### src/rtl/noc_msg_rr_arbiter.sv
// noc_msg_rr_arbiter
//   Shares one NoC output link between NUM_SRCS message sources. Sources win the
//   link in round-robin order and keep it for a whole message (header flit plus
//   msg_len body flits), so messages from different sources never interleave.
//   The datapath is a zero-latency mux; no flit is ever buffered here.
//
// Ports
//   clk, rst       clock, synchronous active-high reset
//   src_noc_val    per-source flit valid            [NUM_SRCS]
//   src_noc_data   per-source flit, source i at [i*DATA_W +: DATA_W]
//   src_noc_rdy    per-source flit accepted         [NUM_SRCS]
//   dst_noc_val    output flit valid
//   dst_noc_data   output flit                      [DATA_W]
//   dst_noc_rdy    downstream ready
//   arb_busy       high while a message body is in progress
//   arb_grant      source owning / being offered the link

`ifndef NOC_DATA_WIDTH
`define NOC_DATA_WIDTH 64
`endif
`ifndef MSG_LENGTH_WIDTH
`define MSG_LENGTH_WIDTH 8
`endif
`ifndef MSG_DST_CHIPID_WIDTH
`define MSG_DST_CHIPID_WIDTH 14
`endif
`ifndef MSG_DST_X_WIDTH
`define MSG_DST_X_WIDTH 8
`endif
`ifndef MSG_DST_Y_WIDTH
`define MSG_DST_Y_WIDTH 8
`endif
`ifndef MSG_DST_FBITS_WIDTH
`define MSG_DST_FBITS_WIDTH 4
`endif

module noc_msg_rr_arbiter #(
  parameter int NUM_SRCS = 4,
  parameter int DATA_W   = `NOC_DATA_WIDTH,
  parameter int LEN_W    = `MSG_LENGTH_WIDTH,
  parameter int LEN_LSB  = DATA_W - `MSG_DST_CHIPID_WIDTH - `MSG_DST_X_WIDTH
                           - `MSG_DST_Y_WIDTH - `MSG_DST_FBITS_WIDTH - LEN_W,
  localparam int GW      = (NUM_SRCS > 1) ? $clog2(NUM_SRCS) : 1
) (
  input  logic                       clk,
  input  logic                       rst,
  input  logic [NUM_SRCS-1:0]        src_noc_val,
  input  logic [NUM_SRCS*DATA_W-1:0] src_noc_data,
  output logic [NUM_SRCS-1:0]        src_noc_rdy,
  output logic                       dst_noc_val,
  output logic [DATA_W-1:0]          dst_noc_data,
  input  logic                       dst_noc_rdy,
  output logic                       arb_busy,
  output logic [GW-1:0]              arb_grant
);

  typedef enum logic {IDLE, BODY} state_t;

  state_t            state, state_nxt;
  logic [GW-1:0]     rr_ptr, rr_ptr_nxt;
  logic [GW-1:0]     owner, owner_nxt;
  logic [LEN_W-1:0]  flits_left, flits_left_nxt;
  logic [GW-1:0]     search_idx;
  logic [GW-1:0]     grant;
  logic [LEN_W-1:0]  hdr_len;
  logic              handshake;

  // Modulo-NUM_SRCS increment; explicit compare so non-power-of-2 counts wrap.
  function automatic logic [GW-1:0] wrap_inc(input logic [GW-1:0] x);
    if (x == GW'(NUM_SRCS - 1)) return '0;
    return x + GW'(1);
  endfunction

  // Round-robin search starting at rr_ptr; falls back to rr_ptr when nobody
  // is valid, which keeps dst_noc_val low because that source is not valid.
  always_comb begin
    int  c;
    logic found;
    search_idx = rr_ptr;
    found      = 1'b0;
    c          = 0;
    for (int k = 0; k < NUM_SRCS; k++) begin
      c = int'(rr_ptr) + k;
      if (c >= NUM_SRCS) c = c - NUM_SRCS;
      if (!found && src_noc_val[c]) begin
        found      = 1'b1;
        search_idx = GW'(c);
      end
    end
  end

  // During a body the owner is locked in; reset forces everything quiet.
  always_comb begin
    if (rst)                grant = '0;
    else if (state == BODY) grant = owner;
    else                    grant = search_idx;
  end

  assign arb_grant    = grant;
  assign dst_noc_data = src_noc_data[grant*DATA_W +: DATA_W];
  assign dst_noc_val  = !rst && src_noc_val[grant];
  assign arb_busy     = !rst && (state == BODY);
  assign handshake    = dst_noc_val && dst_noc_rdy;
  assign hdr_len      = dst_noc_data[LEN_LSB +: LEN_W];

  for (genvar i = 0; i < NUM_SRCS; i++) begin : g_rdy
    assign src_noc_rdy[i] = dst_noc_rdy && !rst && (grant == GW'(i));
  end

  // Next-state logic: a zero-length header is a complete message on its own,
  // so it advances the pointer without ever entering BODY.
  always_comb begin
    state_nxt      = state;
    rr_ptr_nxt     = rr_ptr;
    owner_nxt      = owner;
    flits_left_nxt = flits_left;
    case (state)
      IDLE: begin
        if (handshake) begin
          if (hdr_len == '0) begin
            rr_ptr_nxt = wrap_inc(grant);
          end else begin
            owner_nxt      = grant;
            flits_left_nxt = hdr_len;
            state_nxt      = BODY;
          end
        end
      end
      BODY: begin
        if (handshake) begin
          flits_left_nxt = flits_left - LEN_W'(1);
          if (flits_left == LEN_W'(1)) begin
            state_nxt  = IDLE;
            rr_ptr_nxt = wrap_inc(owner);
          end
        end
      end
      default: state_nxt = IDLE;
    endcase
  end

  // State registers; reset abandons any message in flight.
  always_ff @(posedge clk) begin
    if (rst) begin
      state      <= IDLE;
      rr_ptr     <= '0;
      owner      <= '0;
      flits_left <= '0;
    end else begin
      state      <= state_nxt;
      rr_ptr     <= rr_ptr_nxt;
      owner      <= owner_nxt;
      flits_left <= flits_left_nxt;
    end
  end

endmodule

### config.mk
export PLATFORM = sky130hd
export DESIGN_NAME = noc_msg_rr_arbiter
export DESIGN_NICKNAME = d
export VERILOG_FILES = /design/src/rtl/noc_msg_rr_arbiter.sv
export SDC_FILE = /design/constraint.sdc
export NUM_CORES = 1
export LEC_CHECK = 0
export ABC_CLOCK_PERIOD_IN_PS = 8700
export CORE_AREA = 2 2 132 134
export CTS_BUF_LIST = sky130_fd_sc_hd__clkbuf_8 sky130_fd_sc_hd__clkbuf_16
export DETAILED_ROUTE_END_ITERATION = 12
export DIE_AREA = 0 0 134 136
export GPL_TIMING_DRIVEN = 0
export PLACE_DENSITY_LB_ADDON = 0.15
export SKIP_CTS_REPAIR_TIMING = 1
export SYNTH_ARGS = -nofsm -noshare
export SYNTH_HDL_FRONTEND = slang
export SYNTH_SLANG_ARGS = --single-unit
### constraint.sdc
create_clock -name clk -period 8.7 [get_ports clk]
set_clock_uncertainty 0.05 [all_clocks]
set_input_delay 1.74 -clock clk [delete_from_list [all_inputs] [get_ports clk]]
set_output_delay 1.74 -clock clk [all_outputs]
set_load 0.02 [all_outputs]
# After elaboration in Yosys (flattened, before gate mapping)

Cells that the tools add are included.
Widths: inputs -> output; s select.

Add/subtract/negate cells: 10
$mul: 0
Divide/modulo/power cells: 0
Order comparisons: 9
Equality and inequality tests: 10
Shifts and indexed selects: 1
Multiplexer cells: 53
Bitwise logic cells: 2
Reductions and logical operators: 20

Operator list:

| kind                | number |
|---|---|
| $shiftx 256x9->64   | 1 |
| $lt 32x4->1 const B | 4 |
| $mux 32             | 4 |
| $mux 2              | 14 |
| $mux 1              | 24 |
| $mux 8              | 3 |
| $pmux 8 s2          | 1 |
| $sub 3x3->4 const B | 3 |
| $logic_and 1x1->1   | 11 |
| $bmux 1 s2          | 5 |
| $ge 3x3->1 const B  | 3 |
| $eq 8x1->1 const B  | 1 |
| $logic_not 8->1     | 1 |
| $sub 8x1->8 const B | 1 |
| $add 2x2->3 const B | 2 |
| $eq 2x2->1 const B  | 3 |
| $ne 2x2->1 const B  | 3 |
| $reduce_and 3->1    | 2 |
| $add 2x1->2 const B | 2 |
| $logic_not 1->1     | 4 |
| $ne 2x1->1 const B  | 2 |
| $pmux 2 s2          | 1 |
| $reduce_and 4->1    | 1 |
| $sub 2x3->4 const B | 1 |
| other kinds (7)     | 8 |

Flip-flop bits (word level): 13
Latch bits: 0
RAM bits: 0
ROM bits: 0
Output and inout port bits: 72
Word-level logic and storage cells: 109
Memories kept: 0

# Depth between registers and ports, before layout

Depth in word-level cells: 27
Depth in mapped cells: 12
Mapped depth without buffers: 9

# Least setup slack after synthesis

Ideal clock, no wire load.

Path kind: in2out
Start point: input src_noc_val[1]
End point: output dst_noc_data[18]
Arrival time: 3.777 ns
Data required time: 6.910 ns
Slack: 3.133 ns
Stages: 9
Path through: nor3b_2 o22a_4 o211a_2 nor2_2 inv_2 buf_2 clkbuf_1 nand2_1 a31oi_1

Word-level cells in the longest chain between the ends: 16
Elaborated cells on any way between the ends: 28
Classes of those cells: 1 x shift; 21 x mux; 6 x reduce/logical

Ends and longest elaborated chain:

| what                                       | RTL line | text |
|---|---|---|
| from (decl)                                | 47       | `input logic [NUM_SRCS-1:0] src_noc_val,` |
| $bmux 1 s2                                 | 85       | `if (!found && src_noc_val[c]) begin` |
| $mux 1 (implied by the code) (2 in series) | 85       |  |
| $mux 1                                     | 85       |  |
| $logic_not 1->1                            | 85       |  |
| $logic_and 1x1->1                          | 85       |  |
| $mux 1                                     | 85       |  |
| $logic_not 1->1                            | 85       |  |
| $logic_and 1x1->1                          | 85       |  |
| $mux 1                                     | 85       |  |
| $logic_not 1->1                            | 85       |  |
| $logic_and 1x1->1                          | 85       |  |
| $mux 2 (*)                                 | 85       |  |
| $mux 2 (*)                                 | 95       | `else if (state == BODY) grant = owner;` |
| $mux 2 (*)                                 | 94       | `if (rst) grant = '0;` |
| via arb_grant[1]                           | 54       | `output logic [GW-1:0] arb_grant` |
| $shiftx 256x9->64 (*)                      | 100      | `assign dst_noc_data = src_noc_data[grant*DATA_W +: DATA_W];` |
| to (decl)                                  | 51       | `output logic [DATA_W-1:0] dst_noc_data,` |

Mark *: on every way through the listed nets, which the timed path passes. The rest lies on a longest branch. The select of a mux whose other input is x is not followed.

# Final worst setup path

Start point: input src_noc_val[0]
End point: output dst_noc_data[58]

Word-level cells in the longest chain between the ends: 16
Elaborated cells on any way between the ends: 28
Classes of those cells: 1 x shift; 21 x mux; 6 x reduce/logical

Ends and longest elaborated chain:

| what                                       | RTL line |
|---|---|
| $bmux 1 s2                                 | 85 |
| $mux 1 (implied by the code) (2 in series) | 85 |
| $mux 1                                     | 85 |
| $logic_not 1->1                            | 85 |
| $logic_and 1x1->1                          | 85 |
| $mux 1                                     | 85 |
| $logic_not 1->1                            | 85 |
| $logic_and 1x1->1                          | 85 |
| $mux 1                                     | 85 |
| $logic_not 1->1                            | 85 |
| $logic_and 1x1->1                          | 85 |
| $mux 2 (*)                                 | 85 |
| $mux 2 (*)                                 | 95 |
| $mux 2 (*)                                 | 94 |
| $shiftx 256x9->64 (*)                      | 100 |

Mark *: on every way between the ends. The rest lies on a longest branch, timed or not. The select of a mux whose other input is x is not followed.

==> key figures <==
Timing
  – Slew margin rel.: 46.0%
  – # setup viols final: 0
  – Final setup margin: 1.51 ns
  – Setup TNS: 0 ns
  – Slew @ Worst Pin: about 0.81 ns
  – Max Slew Vio Count: 0
  – Final hold violation count: 0
  – Fmax: 0.139 GHz
  – Period Utilization, post-route: 82.6%
  – RSZ-0062 raised after global routing: no
  – Minimum clock period: 7.19 ns

Floorplanning
  – # rows: 48
  – Die height: 136 µm
  – Initial Util: about 20%
  – Die X: roughly 130 µm
  – Top-level I/O count: 335
  – Core area: 16900 µm²
  – Die area: 18200 µm²

Final layout
  – Post-layout util: 41.9%
  – Layout cells sized above 1: 5.14%
  – Final Non-Filler Cells: between 1000 and 1500
  – Layout Area Growth over Synthesis: 110%
  – Nets@finish: around 1200

Placed design
  – Post-Place Worst Slack: roughly 1.5 ns
  – DP Cell Count: 1155
  – Number of port buffers: 333
  – GPL Wtd Cong: ~0.90
  – Post-DP HPWL: approximately 18 mm

Run status
  – Status: complete, no violations

Routing
  – DRC viols: 0
  – Total wire length: 22.9 mm
  – Final ANT Viol Nets: 0
  – Wire per inst: 19.7 µm
  – Via count: 5666
  – Vias/cell: 4.88
  – DR iter-0 viols: about 310
  – 1st-pass router iterations: 5

Setup path
  – Worst EP arrival: 5.40 ns
  – Most used cell, CP: clkdlybuf4s50_1
  – CP endpoint: dst_noc_data[58]
  – WP buf/inv: 5
  – Worst Path Max Fanout: 12
  – Cell depth of the worst flop-to-flop path: 12
  – Worst reg-to-reg setup slack: 5.28 ns
  – CP endpoint kind: output pin
  – CP Data Required Time: about 6.9 ns
  – Critical path's slowest cell: clkdlybuf4s50_1
  – CP Launch Point: src_noc_val[0]
  – Worst reg2reg endpoint: rr_ptr[1]$_SDFFE_PP0P_
  – Startpoint types: input pin
  – Crit-path max cell delay: 0.66 ns
  – Crit path depth: 11
  – Critical Path, Cell by Cell: clkdlybuf4s50_1 > nor3b_2 > o22a_4 > o211a_2 > nor2_2 > inv_2 > buf_2 > clkbuf_1 > nand2_1 > a31oi_1 > clkdlybuf4s50_1
  – Crit path max-delay family: buffers and inverters
  – Kind of critical path: in2out
  – Reg2reg start: rr_ptr[1]$_SDFFE_PP0P_

Synthesis
  – Number of synthesized flops with an enable pin: 0
  – #FFs+latches synth: 13
  – Cell Area, Synth: between 3000 and 4000 µm²
  – Synth top area share: between 20% and 30%
  – Top cells by area, synth: nand2_1, and3_1, a31oi_1
  – Syn Inst Count: about 600
  – Netlist cell types: 64
  – Main synth FF type: dfxtp_1
  – Syn nets: 867
  – Yosys warnings: 0
  – Post-Synthesis Mean Instance Area: 5.65 µm²
  – Post-synth top area cell: nand2_1
  – Async S/R FF share, synth: 0%
  – Post-synthesis sequential area ratio: 7.71%

Clocking
  – Clk sink count: 13
  – CTS Buf Count: 3
  – Clk_lat worst skew: 0.25 ns
  – H-tree depth: 1
  – CTS tree: built
  – CTS Root Cell: clkbuf_16
  – Clk pin slew, worst setup/hold paths: 0.05 ns
  – Clock buffer depth: 2

Power and ir drop
  – Power share of the sequential group: 11.8%
  – Switch share: 39.2%
  – Comb pwr share: 72.8%
  – Pwr Density: 81.3 nW/µm²
  – Leak Pwr: 0.00282 µW
  – Peak supply drop: 0.0928 mV
  – Total power: 575 µW
  – Clock power share: 15.4%
  – P_sw: roughly 230 µW
  – Int Power: 350 µW

GRT
  – Largest net degree at the start of global routing: 13
  – Antenna violations before repair: 3
  – First-pass GRT wire length: 32.7 mm
  – Total GRT Usage: 23.2%
  – Total grt overflow: 0
  – Vias in the first global route: 5286

Run
  – Maxcap violations: 0

Hold path
  – HP Class: reg2reg
-- tightest hold or removal path, delay by kind of cell, from the launching register on --
family / cells / cell delay (ns)
AOI/OAI and AO/OA: 2 / 0.13
DFF: 1 / 0.32
-- metal layers --
| layer | vias up | GRT usage [%] | part of all wire (%) |
|---|---|---|---|
| li1 | 2787 | - | - |
| met1 | 2632 | 28.9 | 41 |
| met2 | 219 | 41.6 | 50 |
| met3 | 26 | 4.51 | 6.6 |
| met4 | 2 | 4.43 | 1.9 |
| met5 | - | 0 | 0.057 |
-- Yosys cell counts, types with 3 or more instances --
cell      number
and3_1        61
o21ai_0        9
a21oi_1       13
dfxtp_1       13
a31oi_1       60
and2_1         4
o311ai_0       3
clkbuf_1      27
o31ai_1        9
nand3_1        9
inv_2          5
o21ai_1        6
nor2b_1        3
nor4_1         3
ha_1           7
nor2_2         3
nor3_1         8
inv_1          5
nand2_1      249
a211oi_1       3
mux2i_1       14
nor2_1        16
buf_2         18
-- cell usage in the layout, fill, tap and decap left out, types with 2 or more instances in the layout --
master           instances
nor2_2                   3
mux2i_1                 14
clkbuf_1                27
buf_2                   18
a21oi_1                 13
or3_1                    2
nand3_1                  9
clkbuf_16                3
nor4_1                   3
buf_1                    2
o21ai_0                  9
nor2_1                  16
and3_1                  61
a22oi_1                  2
nand2_1                249
a31oi_1                 60
a21o_2                   2
and2_1                   4
ha_1                     7
a311oi_1                 2
o311ai_0                 3
nor3_1                   8
or4_1                    2
clkdlybuf4s50_1        333
diode_2                  2
o21ai_1                  6
dfxtp_1                 13
a211oi_1                 3
o31ai_1                  9
inv_1                    6
a21boi_1                 2
nor2b_1                  3
nand4_1                  2
inv_2                    5
-- layout make-up --
class | instances | area [µm²]
fillers | 1820 | 9800
repair buffers | 333 | 3330
multi-input cells | 525 | 2860
well taps | 225 | 282
flip-flops and latches | 13 | 260
plain buffers | 49 | 218
clock buffers | 3 | 75.1
inverters | 10 | 37.5
diodes | 2 | 5.00
clock inverters | 1 | 3.75
-- worst min-delay path by stage --
stage / slack (ns) / start / depth (start not counted) / endpoint
after floorplan: 0.41 / flits_left[3]$_SDFFE_PP0P_ / 2 / flits_left[3]$_SDFFE_PP0P_
final: 0.44 / flits_left[3]$_SDFFE_PP0P_ / 2 / flits_left[3]$_SDFFE_PP0P_
after detailed placement: 0.44 / flits_left[3]$_SDFFE_PP0P_ / 2 / flits_left[3]$_SDFFE_PP0P_
after CTS: 0.44 / flits_left[3]$_SDFFE_PP0P_ / 2 / flits_left[3]$_SDFFE_PP0P_
after global placement: 0.44 / flits_left[3]$_SDFFE_PP0P_ / 2 / flits_left[3]$_SDFFE_PP0P_
after global routing: 0.49 / flits_left[3]$_SDFFE_PP0P_ / 2 / flits_left[3]$_SDFFE_PP0P_
-- through the flow --
stage / cell area (µm²) / hold slack (ns)
global route: 7070 / 0.485
finish: 7070 / 0.443
global placement: 6990 / 0.437
CTS: 7070 / 0.441
detailed placement: 6990 / 0.435
floorplan: 3370 / 0.411
-- cell families (layout without fill, tap and decap cells) --
group,Yosys count,in the layout,share of synthesized area [%]
flip-flops,13,13,7.71
adder cells (fa/ha/maj),7,7,2.60
AO/OA/AOI/OAI,132,132,28.3
other,0,2,0
buffers and inverters,59,396,7.56
AND/OR/NAND/NOR,371,371,49.4
multiplexers,15,15,4.49
-- flip-flops by register name (all words and copies together), names as in the netlist --
signal      count
owner           2
state           1
rr_ptr          2
flits_left      8
-- power by group through the flow --
stage | Combinational, µW | Sequential [µW] | Clock (µW)
2_1_floorplan | 180 | 67.8 | 0
3_3_place_gp | 417 | 68.8 | 0
3_5_place_dp | 417 | 68.7 | 0
4_1_cts | 419 | 67.6 | 89.6
5_1_grt | 448 | 68.5 | 92.5
6_report | 419 | 67.8 | 88.5
Note: power is estimated with default switching activity, not from simulation.
